## src/rtl/ex_stage_pipe.sv

```systemverilog
// ex_stage_pipe: execute stage with ALU, operand forwarding and iterative multiplier.
// Define EX_FWD_EN to build the MEM/WB forwarding muxes; otherwise operands come straight from ID.
module ex_stage_pipe #(
  parameter int DW = 32,
  parameter int RW = 5,
  parameter int TW = 4
) (
  input  logic          clk,
  input  logic          rst,
  input  logic          id_valid,
  input  logic [DW-1:0] id_imm,
  input  logic [DW-1:0] id_inA,
  input  logic [DW-1:0] id_inB,
  input  logic          id_wreg,
  input  logic          id_m2reg,
  input  logic          id_wmem,
  input  logic          id_branch,
  input  logic [3:0]    id_aluc,
  input  logic          id_aluimm,
  input  logic          id_shift,
  input  logic          id_mul,
  input  logic          id_regrt,
  input  logic [RW-1:0] id_rt,
  input  logic [RW-1:0] id_rd,
  input  logic [DW-1:0] id_pc4,
  input  logic [1:0]    fwd_a_sel,
  input  logic [1:0]    fwd_b_sel,
  input  logic [DW-1:0] mem_fwd_data,
  input  logic [DW-1:0] wb_fwd_data,
  input  logic          ex_stall_in,
  input  logic          flush,
  input  logic [TW-1:0] ID_ins_type,
  input  logic [TW-1:0] ID_ins_number,
  output logic          ex_busy,
  output logic          ex_valid,
  output logic          ex_wreg,
  output logic          ex_m2reg,
  output logic          ex_wmem,
  output logic          ex_branch,
  output logic [DW-1:0] ex_aluR,
  output logic [DW-1:0] ex_hi,
  output logic [DW-1:0] ex_inB,
  output logic [RW-1:0] ex_destR,
  output logic [DW-1:0] ex_pc,
  output logic [TW-1:0] EXE_ins_type,
  output logic [TW-1:0] EXE_ins_number
);

  localparam int SW = $clog2(DW);

  typedef enum logic [1:0] {
    IDLE,
    MUL,
    DONE
  } state_t;

  state_t          state;
  logic [SW-1:0]   cnt;
  logic [DW-1:0]   mcand;
  logic [DW-1:0]   mplier;
  logic [2*DW-1:0] acc;
  logic [2*DW-1:0] mcand_x;

  logic [DW-1:0] fa;
  logic [DW-1:0] fb;
  logic [DW-1:0] shamt;
  logic [DW-1:0] a_in;
  logic [DW-1:0] b_in;
  logic [DW-1:0] alu_r;
  logic [DW-1:0] res;
  logic [SW-1:0] sh;
  logic          zero;
  logic          done;
  logic          mul_run;
  logic          mul_start;
  logic          br_take;
  logic [RW-1:0] dest;

`ifdef EX_FWD_EN
  always_comb begin
    fa = id_inA;
    unique case (fwd_a_sel)
      2'b01:   fa = mem_fwd_data;
      2'b10:   fa = wb_fwd_data;
      default: fa = id_inA;
    endcase
  end

  always_comb begin
    fb = id_inB;
    unique case (fwd_b_sel)
      2'b01:   fb = mem_fwd_data;
      2'b10:   fb = wb_fwd_data;
      default: fb = id_inB;
    endcase
  end
`else
  logic fwd_unused;
  assign fa = id_inA;
  assign fb = id_inB;
  assign fwd_unused = ^{fwd_a_sel, fwd_b_sel,
                        mem_fwd_data, wb_fwd_data};
`endif

  assign shamt = (id_imm >> 6) & DW'(31);
  assign a_in  = id_shift ? shamt : fa;
  assign b_in  = id_aluimm ? id_imm : fb;
  assign sh    = a_in[SW-1:0];

  always_comb begin
    alu_r = '0;
    unique casez (id_aluc)
      4'b?000: alu_r = a_in + b_in;
      4'b?100: alu_r = a_in - b_in;
      4'b?001: alu_r = a_in & b_in;
      4'b?101: alu_r = a_in | b_in;
      4'b?010: alu_r = a_in ^ b_in;
      4'b?110: alu_r = {b_in[DW/2-1:0], {(DW/2){1'b0}}};
      4'b0011: alu_r = b_in << sh;
      4'b0111: alu_r = b_in >> sh;
      4'b1111: alu_r = DW'($signed(b_in) >>> sh);
      default: alu_r = '0;
    endcase
  end

  assign zero      = (alu_r == '0);
  assign done      = (state == DONE);
  assign mul_run   = (state == MUL);
  assign mul_start = (state == IDLE) & id_valid & id_mul;
  assign res       = done ? acc[DW-1:0] : alu_r;
  assign br_take   = id_branch & zero & id_valid & ~done;
  assign dest      = id_regrt ? id_rt : id_rd;
  assign mcand_x   = {{DW{1'b0}}, mcand};

  assign ex_busy = ~rst & ((mul_start & ~flush) | mul_run);

  always_ff @(posedge clk or posedge rst) begin
    if (rst) begin
      state          <= IDLE;
      cnt            <= '0;
      mcand          <= '0;
      mplier         <= '0;
      acc            <= '0;
      ex_valid       <= 1'b0;
      ex_wreg        <= 1'b0;
      ex_m2reg       <= 1'b0;
      ex_wmem        <= 1'b0;
      ex_branch      <= 1'b0;
      ex_aluR        <= '0;
      ex_hi          <= '0;
      ex_inB         <= '0;
      ex_destR       <= '0;
      ex_pc          <= '0;
      EXE_ins_type   <= '0;
      EXE_ins_number <= '0;
    end else if (flush) begin
      state          <= IDLE;
      ex_valid       <= 1'b0;
      ex_wreg        <= 1'b0;
      ex_m2reg       <= 1'b0;
      ex_wmem        <= 1'b0;
      ex_branch      <= 1'b0;
      EXE_ins_type   <= '0;
      EXE_ins_number <= '0;
    end else if (!ex_stall_in) begin
      unique case (1'b1)
        mul_run: begin
          if (mplier[0]) acc <= acc + (mcand_x << cnt);
          mplier         <= mplier >> 1;
          cnt            <= cnt + 1'b1;
          if (cnt == SW'(DW - 1)) state <= DONE;
          ex_valid       <= 1'b0;
          ex_wreg        <= 1'b0;
          ex_m2reg       <= 1'b0;
          ex_wmem        <= 1'b0;
          ex_branch      <= 1'b0;
          EXE_ins_type   <= '0;
          EXE_ins_number <= '0;
        end
        mul_start: begin
          mcand          <= fa;
          mplier         <= fb;
          acc            <= '0;
          cnt            <= '0;
          state          <= MUL;
          ex_valid       <= 1'b0;
          ex_wreg        <= 1'b0;
          ex_m2reg       <= 1'b0;
          ex_wmem        <= 1'b0;
          ex_branch      <= 1'b0;
          EXE_ins_type   <= '0;
          EXE_ins_number <= '0;
        end
        default: begin
          // IDLE single-cycle op, or DONE retiring the held MUL
          ex_valid       <= id_valid;
          ex_wreg        <= id_wreg & id_valid;
          ex_m2reg       <= id_m2reg & id_valid;
          ex_wmem        <= id_wmem & id_valid;
          ex_branch      <= br_take;
          ex_aluR        <= res;
          ex_inB         <= fb;
          ex_destR       <= dest;
          ex_pc          <= id_pc4 + (id_imm << 2);
          EXE_ins_type   <= ID_ins_type;
          EXE_ins_number <= ID_ins_number;
          if (done) ex_hi <= acc[2*DW-1:DW];
          state          <= IDLE;
        end
      endcase
    end
  end

endmodule

```

## config.mk

```make
export PLATFORM = sky130hd
export DESIGN_NAME = ex_stage_pipe
export DESIGN_NICKNAME = d
export VERILOG_FILES = /design/src/rtl/ex_stage_pipe.sv
export SDC_FILE = /design/constraint.sdc
export NUM_CORES = 2
export LEC_CHECK = 0
export CORE_MARGIN = 2
export CORE_UTILIZATION = 30
export CTS_CLUSTER_SIZE = 40
export DETAILED_ROUTE_END_ITERATION = 7
export MAX_ROUTING_LAYER = met4
export SLEW_MARGIN = 20
export SYNTH_ARGS = -nofsm -noshare
export SYNTH_HDL_FRONTEND = slang
export SYNTH_SLANG_ARGS = --single-unit
export TNS_END_PERCENT = 20
```

## constraint.sdc

```tcl
create_clock -name clk -period 25.4 [get_ports clk]
set_input_delay 3.81 -clock clk [delete_from_list [all_inputs] [get_ports clk]]
set_output_delay 3.81 -clock clk [all_outputs]
set_load 0.05 [all_outputs]
```

# --- After elaboration in Yosys (flattened, before gate mapping) ---
# Index checks and enable logic that the tools add are counted.
totals:
  output_inout_bits: 147
  register_bits: 281
classes:
  n_bitwise: 19
  mux: 34
  n_reduce_logical: 11
  add_sub_neg: 5
  eq_ne: 14
  shift: 4
op_table:
  columns: ["operator", "count"]
  rows:
  - ["$pmux W32 S9", 1]
  - ["$pmux W64 S2", 1]
  - ["$mux W32", 3]
  - ["$add A32 B32 Y32", 2]
  - ["$add A64 B64 Y64", 1]
  - ["$mux W64", 1]
  - ["$pmux W32 S2", 1]
  - ["$shl A32 B5 Y64", 1]
  - ["$and A32 B32 Y32", 1]
  - ["$logic_not A32 Y1", 1]
  - ["$or A32 B32 Y32", 1]
  - ["$shl A32 B5 Y32", 1]
  - ["$shr A32 B5 Y32", 1]
  - ["$sshr A32 B5 Y32", 1]
  - ["$sub A32 B32 Y32", 1]
  - ["$xor A32 B32 Y32", 1]
  - ["$mux W4", 6]
  - ["$mux W1", 15]
  - ["$and A1 B1 Y1", 10]
  - ["$pmux W5 S2", 1]
  - ["$eq A3 B3 Y1 const B", 3]
  - ["$reduce_and A3 Y1", 3]
  - ["$reduce_and A4 Y1", 2]
  - ["$mux W2", 3]
  - ["21 further kinds", 25]

# --- Depth between registers and ports, before layout ---
depth:
  depth_word: 10
  mapped_depth: 24

# --- Least setup slack after synthesis ---
# OpenSTA, ideal clock, no wires.
synth_timing:
  path_kind: "input to output"
  from: "input id_mul"
  to: "output ex_busy"
  path_stages: 5
  required_time_ns: 21.590
  arrival_time_ns: 5.824
  path_slack_ns: 15.766
  cell_sequence: "nor4bb_1 clkbuf_1 buf_1 a21oi_1 nor2_1"
synth_between:
  elab_chain_cells: 4
synth_rtl:
  columns: ["element", "line", "source"]
  rows:
  - ["start: declaration", "21", "input logic id_mul,"]
  - ["$and A1 B1 Y1", "129", "assign mul_start = (state == IDLE) & id_valid & id_mul;"]
  - ["$and A1 B1 Y1", "135", "assign ex_busy = ~rst & ((mul_start & ~flush) | mul_run);"]
  - ["$or A1 B1 Y1", "135", null]
  - ["$and A1 B1 Y1", "135", null]
  - ["end: declaration", "34", "output logic ex_busy,"]
# Every way passes these cells.

# --- Worst setup path after layout ---
layout_timing:
  from: "input id_aluimm"
  to: "register ex_aluR[25]"
layout_between:
  elab_chain_cells: 4
  elab_cells_between_ends: 11
layout_rtl:
  columns: ["element", "line", "source"]
  rows:
  - ["start: declaration", "19", "input logic id_aluimm,"]
  - ["$mux W32 *", "107", "assign b_in = id_aluimm ? id_imm : fb;"]
  - ["$sub A32 B32 Y32 (tied with other cells)", "114", "4'b?100: alu_r = a_in - b_in;"]
  - ["$pmux W32 S9 *", "112", "unique casez (id_aluc)"]
  - ["$mux W32 *", "130", "assign res = done ? acc[DW-1:0] : alu_r;"]
  - ["end signal: assignment", "201", "ex_aluR <= res;"]
  - ["end: declaration", "40", "output logic [DW-1:0] ex_aluR,"]
# Mark *: on every way between the ends. The rest lies on a longest branch, timed or not.
# A chain may end at the register's enable or synchronous reset.

==> results by group <==
Outcome
  – Status: finished, final reports clean

STA
  – Slew HR: 19.3%
  – Clock skew: ~0.028 ns
  – Final WS setup: 14.95 ns
  – Final min period: 10.45 ns
  – Final period utilization: 41.1%
  – RSZ-0062 raised after global routing: no
  – Final setup vio count: 0
  – Fin. max-slew vios: 0
  – Setup TNS: 0 ns
  – Slew at the pin closest to its max-slew limit: 1.18 ns
  – F_max: 0.0957 GHz
  – Final Hold Fails: 0

Yosys
  – Synth area leaders: dfrtp_1, ha_1, mux2i_1
  – Cell Area, Synth: 27000 um2
  – Synth Area in XOR/XNOR: 3.73%
  – Yosys warns: 0
  – Gate Count Post-Synth: about 3.3k
  – Yosys top cell area share: 26.0%
  – Compound-Gate Fraction of Synth Area: 22.2%
  – Adder-Cell Fraction of Synth Area: 9.03%
  – Syn avg cell area: 8.21 um2
  – Main flop type after synthesis: dfrtp_1
  – Cell accounting for the most synthesized area: dfrtp_1
  – Ys async rst share: 100%
  – Post-synth cell types: 87
  – Syn_nets: around 3.7k
  – Synthesized flop and latch total: 281
  – Largest family of logic cells by synthesized area: compound AO/OA/AOI/OAI gates
  – Post-synthesis mux area share: 16.6%
  – Seq/Total Area, Yosys: approximately a quarter
  – Synth Area in Simple Gates: 17.7%
  – EDFF count, synth: 0

Worst setup path
  – Flop2flop setup slack: 19.37 ns
  – Crit path buf inv count: 4
  – R2R Path Start: cnt[1]$_DFFE_PP0P_
  – CP peak stage delay: 0.69 ns
  – Setup crit start: id_aluimm
  – Worst-path fanout max: 32
  – Crit path max-delay family: compound AO/OA/AOI/OAI gates
  – CP required: around 26 ns
  – CP max-delay cell: buf_4
  – Startpoint types: input pin
  – CP Data Arrival Time: about 11 ns
  – Crit-path cells: buf_2 -> buf_4 -> mux2i_4 -> clkinv_1 -> nor3_1 -> and3_1 -> nand2_1 -> o41ai_1 -> xnor2_1 -> ha_1 -> inv_1 -> o21bai_1 -> a21oi_1 -> nor3_1 -> a2111oi_0 -> o21ai_0 -> a211oi_1 -> o311ai_0 -> mux2i_1 -> o21ai_0
  – CP endpoint kind: flop
  – Critical path class: input pin to flop
  – Crit path depth: 20
  – Worst setup endpoint: ex_aluR[25]$_DFFE_PP0P_
  – R2r worst-path depth: 19
  – Reg-to-Reg End: acc[60]$_DFFE_PP0P_

Placement
  – DP HPWL: 90500 um
  – Post-Place Worst Slack: 14.71 ns
  – Port Buf Inserts: 309
  – Inst Count DP: 4636
  – Area after DPL: 31300 um2
  – RePlAce Congestion: 1.04

Clock tree
  – CTS buffer count: 35
  – Worst-path clk slew: around 0.060 ns
  – Root buf cell: clkbuf_16
  – Clock sinks: 281
  – CTS tree: yes
  – Post-CTS Hold Buffers: 0
  – Total setup buffers inserted after CTS: 0
  – CTS resizes: 0
  – H-tree depth: 2
  – Clk buf depth: 3
  – Worst-Skew Late Latency: ~0.57 ns

Final layout
  – Non-filler instance count after layout: 4704
  – Fraction of layout cells with a size suffix above 1: 9.74%
  – Layout net count: 3921
  – Final instance area: 32600 um2
  – Area delta synth->final: 20.6%
  – Fill cell count: between 9k and 10k

Power
  – Max VDD drop: ~0.05 mV
  – Total power: approximately 2.4 mW
  – PwrDens: between 70 and 80 nW/um2
  – Pleak: 14.1 nW

Routing
  – Routed Antenna Nets: 0
  – Via-per-instance ratio: 5.76
  – # DRC: 0
  – Starting DRT DRC Count: 2881
  – Routed len/inst: 25.0 um
  – Drt pass-1 iters: 6
  – Final WL: 118000 um
  – Vias post-DR: 27.1k

GRT
  – All-Layer GR Usage: between 20% and 30%
  – First-pass GRT wire length: 172000 um
  – Initial antenna violation count: 5
  – Number of global-route vias before repair: 25.4k
  – Grt ovf: 0
  – Pin count of the biggest net entering global routing: 168

Run
  – Max-cap violations: 0

Die
  – Die area: 92400 um2
  – Die height: 304 um
  – Boundary Pins: 378
  – Starting Density: 30.1%
  – Core ar.: 89600 um2
  – FP Rows: 110
  – Die width: 304 um

Hold path
  – Hold Crit Class: flop to flop
worst min path at each step:
stage | from | endpoint | slack, ns | depth (start not counted)
4_1_cts | ex_inB[13]$_DFFE_PP0P_ | ex_inB[13]$_DFFE_PP0P_ | 0.48 | 2
2_1_floorplan | mplier[10]$_DFFE_PP0P_ | mplier[10]$_DFFE_PP0P_ | 0.45 | 2
5_1_grt | ex_inB[8]$_DFFE_PP0P_ | ex_inB[8]$_DFFE_PP0P_ | 0.50 | 2
6_report | ex_inB[16]$_DFFE_PP0P_ | ex_inB[16]$_DFFE_PP0P_ | 0.47 | 2
3_3_place_gp | ex_pc[16]$_DFFE_PP0P_ | ex_pc[16]$_DFFE_PP0P_ | 0.45 | 2
3_5_place_dp | ex_branch$_DFFE_PP0P_ | ex_branch$_DFFE_PP0P_ | 0.45 | 2
registers in the layout (all words and copies together), names as in the netlist:
register        cells
mcand              32
state               2
ex_m2reg            1
ex_hi              32
ex_inB             32
ex_valid            1
ex_branch           1
ex_pc              32
EXE_ins_type        4
mplier             32
ex_destR            5
acc                64
EXE_ins_number      4
cnt                 5
ex_wmem             1
ex_wreg             1
ex_aluR            32
metrics by stage:
| stage | hold slack, ns | utilization [%] |
|---|---|---|
| global route | 0.496 | 36.4 |
| detailed placement | 0.455 | 34.9 |
| global placement | 0.454 | 34.9 |
| finish | 0.470 | 36.4 |
| CTS | 0.477 | 36.3 |
| floorplan | 0.449 | - |
placed cells by master, fill, tap and decap left out, types with 12 or more instances in the layout:
cell type,n
nand2_1,490
clkdlybuf4s50_1,307
o21ai_0,293
dfrtp_1,280
nor2_1,255
mux2i_1,211
ha_1,190
a21oi_1,180
mux2_2,102
inv_1,84
xnor2_1,77
nand3_1,66
buf_4,66
nand2b_1,59
o22ai_1,51
a211oi_1,49
nor3_1,47
a21o_1,46
xor2_1,38
a31oi_1,36
clkbuf_16,36
and3_1,30
mux4_2,30
a22o_1,28
o211ai_1,27
nand4_1,26
o31ai_1,24
and2_1,22
a221oi_1,22
inv_2,21
nor2b_1,19
o21a_1,19
o21bai_1,16
a22oi_1,16
mux2i_4,16
o221ai_1,16
mux2i_2,15
nor4_1,12
report_power, final:
| group | leakage (nW) | total, mW | switching [mW] | internal, mW |
|---|---|---|---|---|
| logic | 9.86 | 1.24 | 0.782 | 0.460 |
| registers | 3.66 | 0.619 | 0.0865 | 0.533 |
| clock network | 0.604 | 0.554 | 0.219 | 0.335 |
routing by layer:
layer	vias up	track usage (%)	part of all wire, %
met5	-	-	0
met4	0	9.88	4.3
met3	255	3.99	7.6
met2	1251	37.5	44
met1	13100	34.2	45
li1	12400	-	-
worst min-delay path: cells and delay by family (launching register included):
family	cells	cell delay, ns
flops	1	0.33
simple gates	2	0.10
kinds of logic (layout without fill, tap and decap cells):
family                     Yosys count  count (layout)
DFF                                281             281
and+or+nand+nor                   1075            1075
other                                0               5
adders and majority gates          193             193
AOI/OAI and AO/OA                  935             935
muxes                              375             375
buffers and inverters              317             549
xor gates and xnor gates           115             115
cells in the mapped netlist, types with 10 or more instances:
master	number
a211oi_1	49
a21o_1	46
a21oi_1	180
a221o_1	10
a221oi_1	22
a22o_1	28
a22oi_1	16
a31oi_1	36
and2_1	23
and3_1	30
buf_1	30
buf_2	20
clkbuf_1	147
dfrtp_1	281
ha_1	190
inv_1	86
inv_2	21
mux2_2	102
mux2i_1	213
mux2i_2	15
mux2i_4	14
mux4_2	30
nand2_1	491
nand2b_1	60
nand3_1	66
nand4_1	26
nor2_1	256
nor2b_1	19
nor3_1	48
nor4_1	13
o2111ai_1	10
o211ai_1	27
o21a_1	19
o21ai_0	295
o21bai_1	16
o221ai_1	16
o22ai_1	51
o31ai_1	24
xnor2_1	77
xor2_1	38
layout make-up:
type	count	area [um2]	share of cell area (%)
Antenna cell	5	12.5	0.0384
Multi-Input combinational cell	2693	18800	57.7
Clock inverter	18	274	0.841
Clock buffer	45	975	2.99
Tap cell	1176	1470	4.52
Timing Repair Buffer	376	3600	11.0
Sequential cell	281	7030	21.6
Inverter	110	423	1.30
No activity file was read; power rests on OpenSTA's default activity.
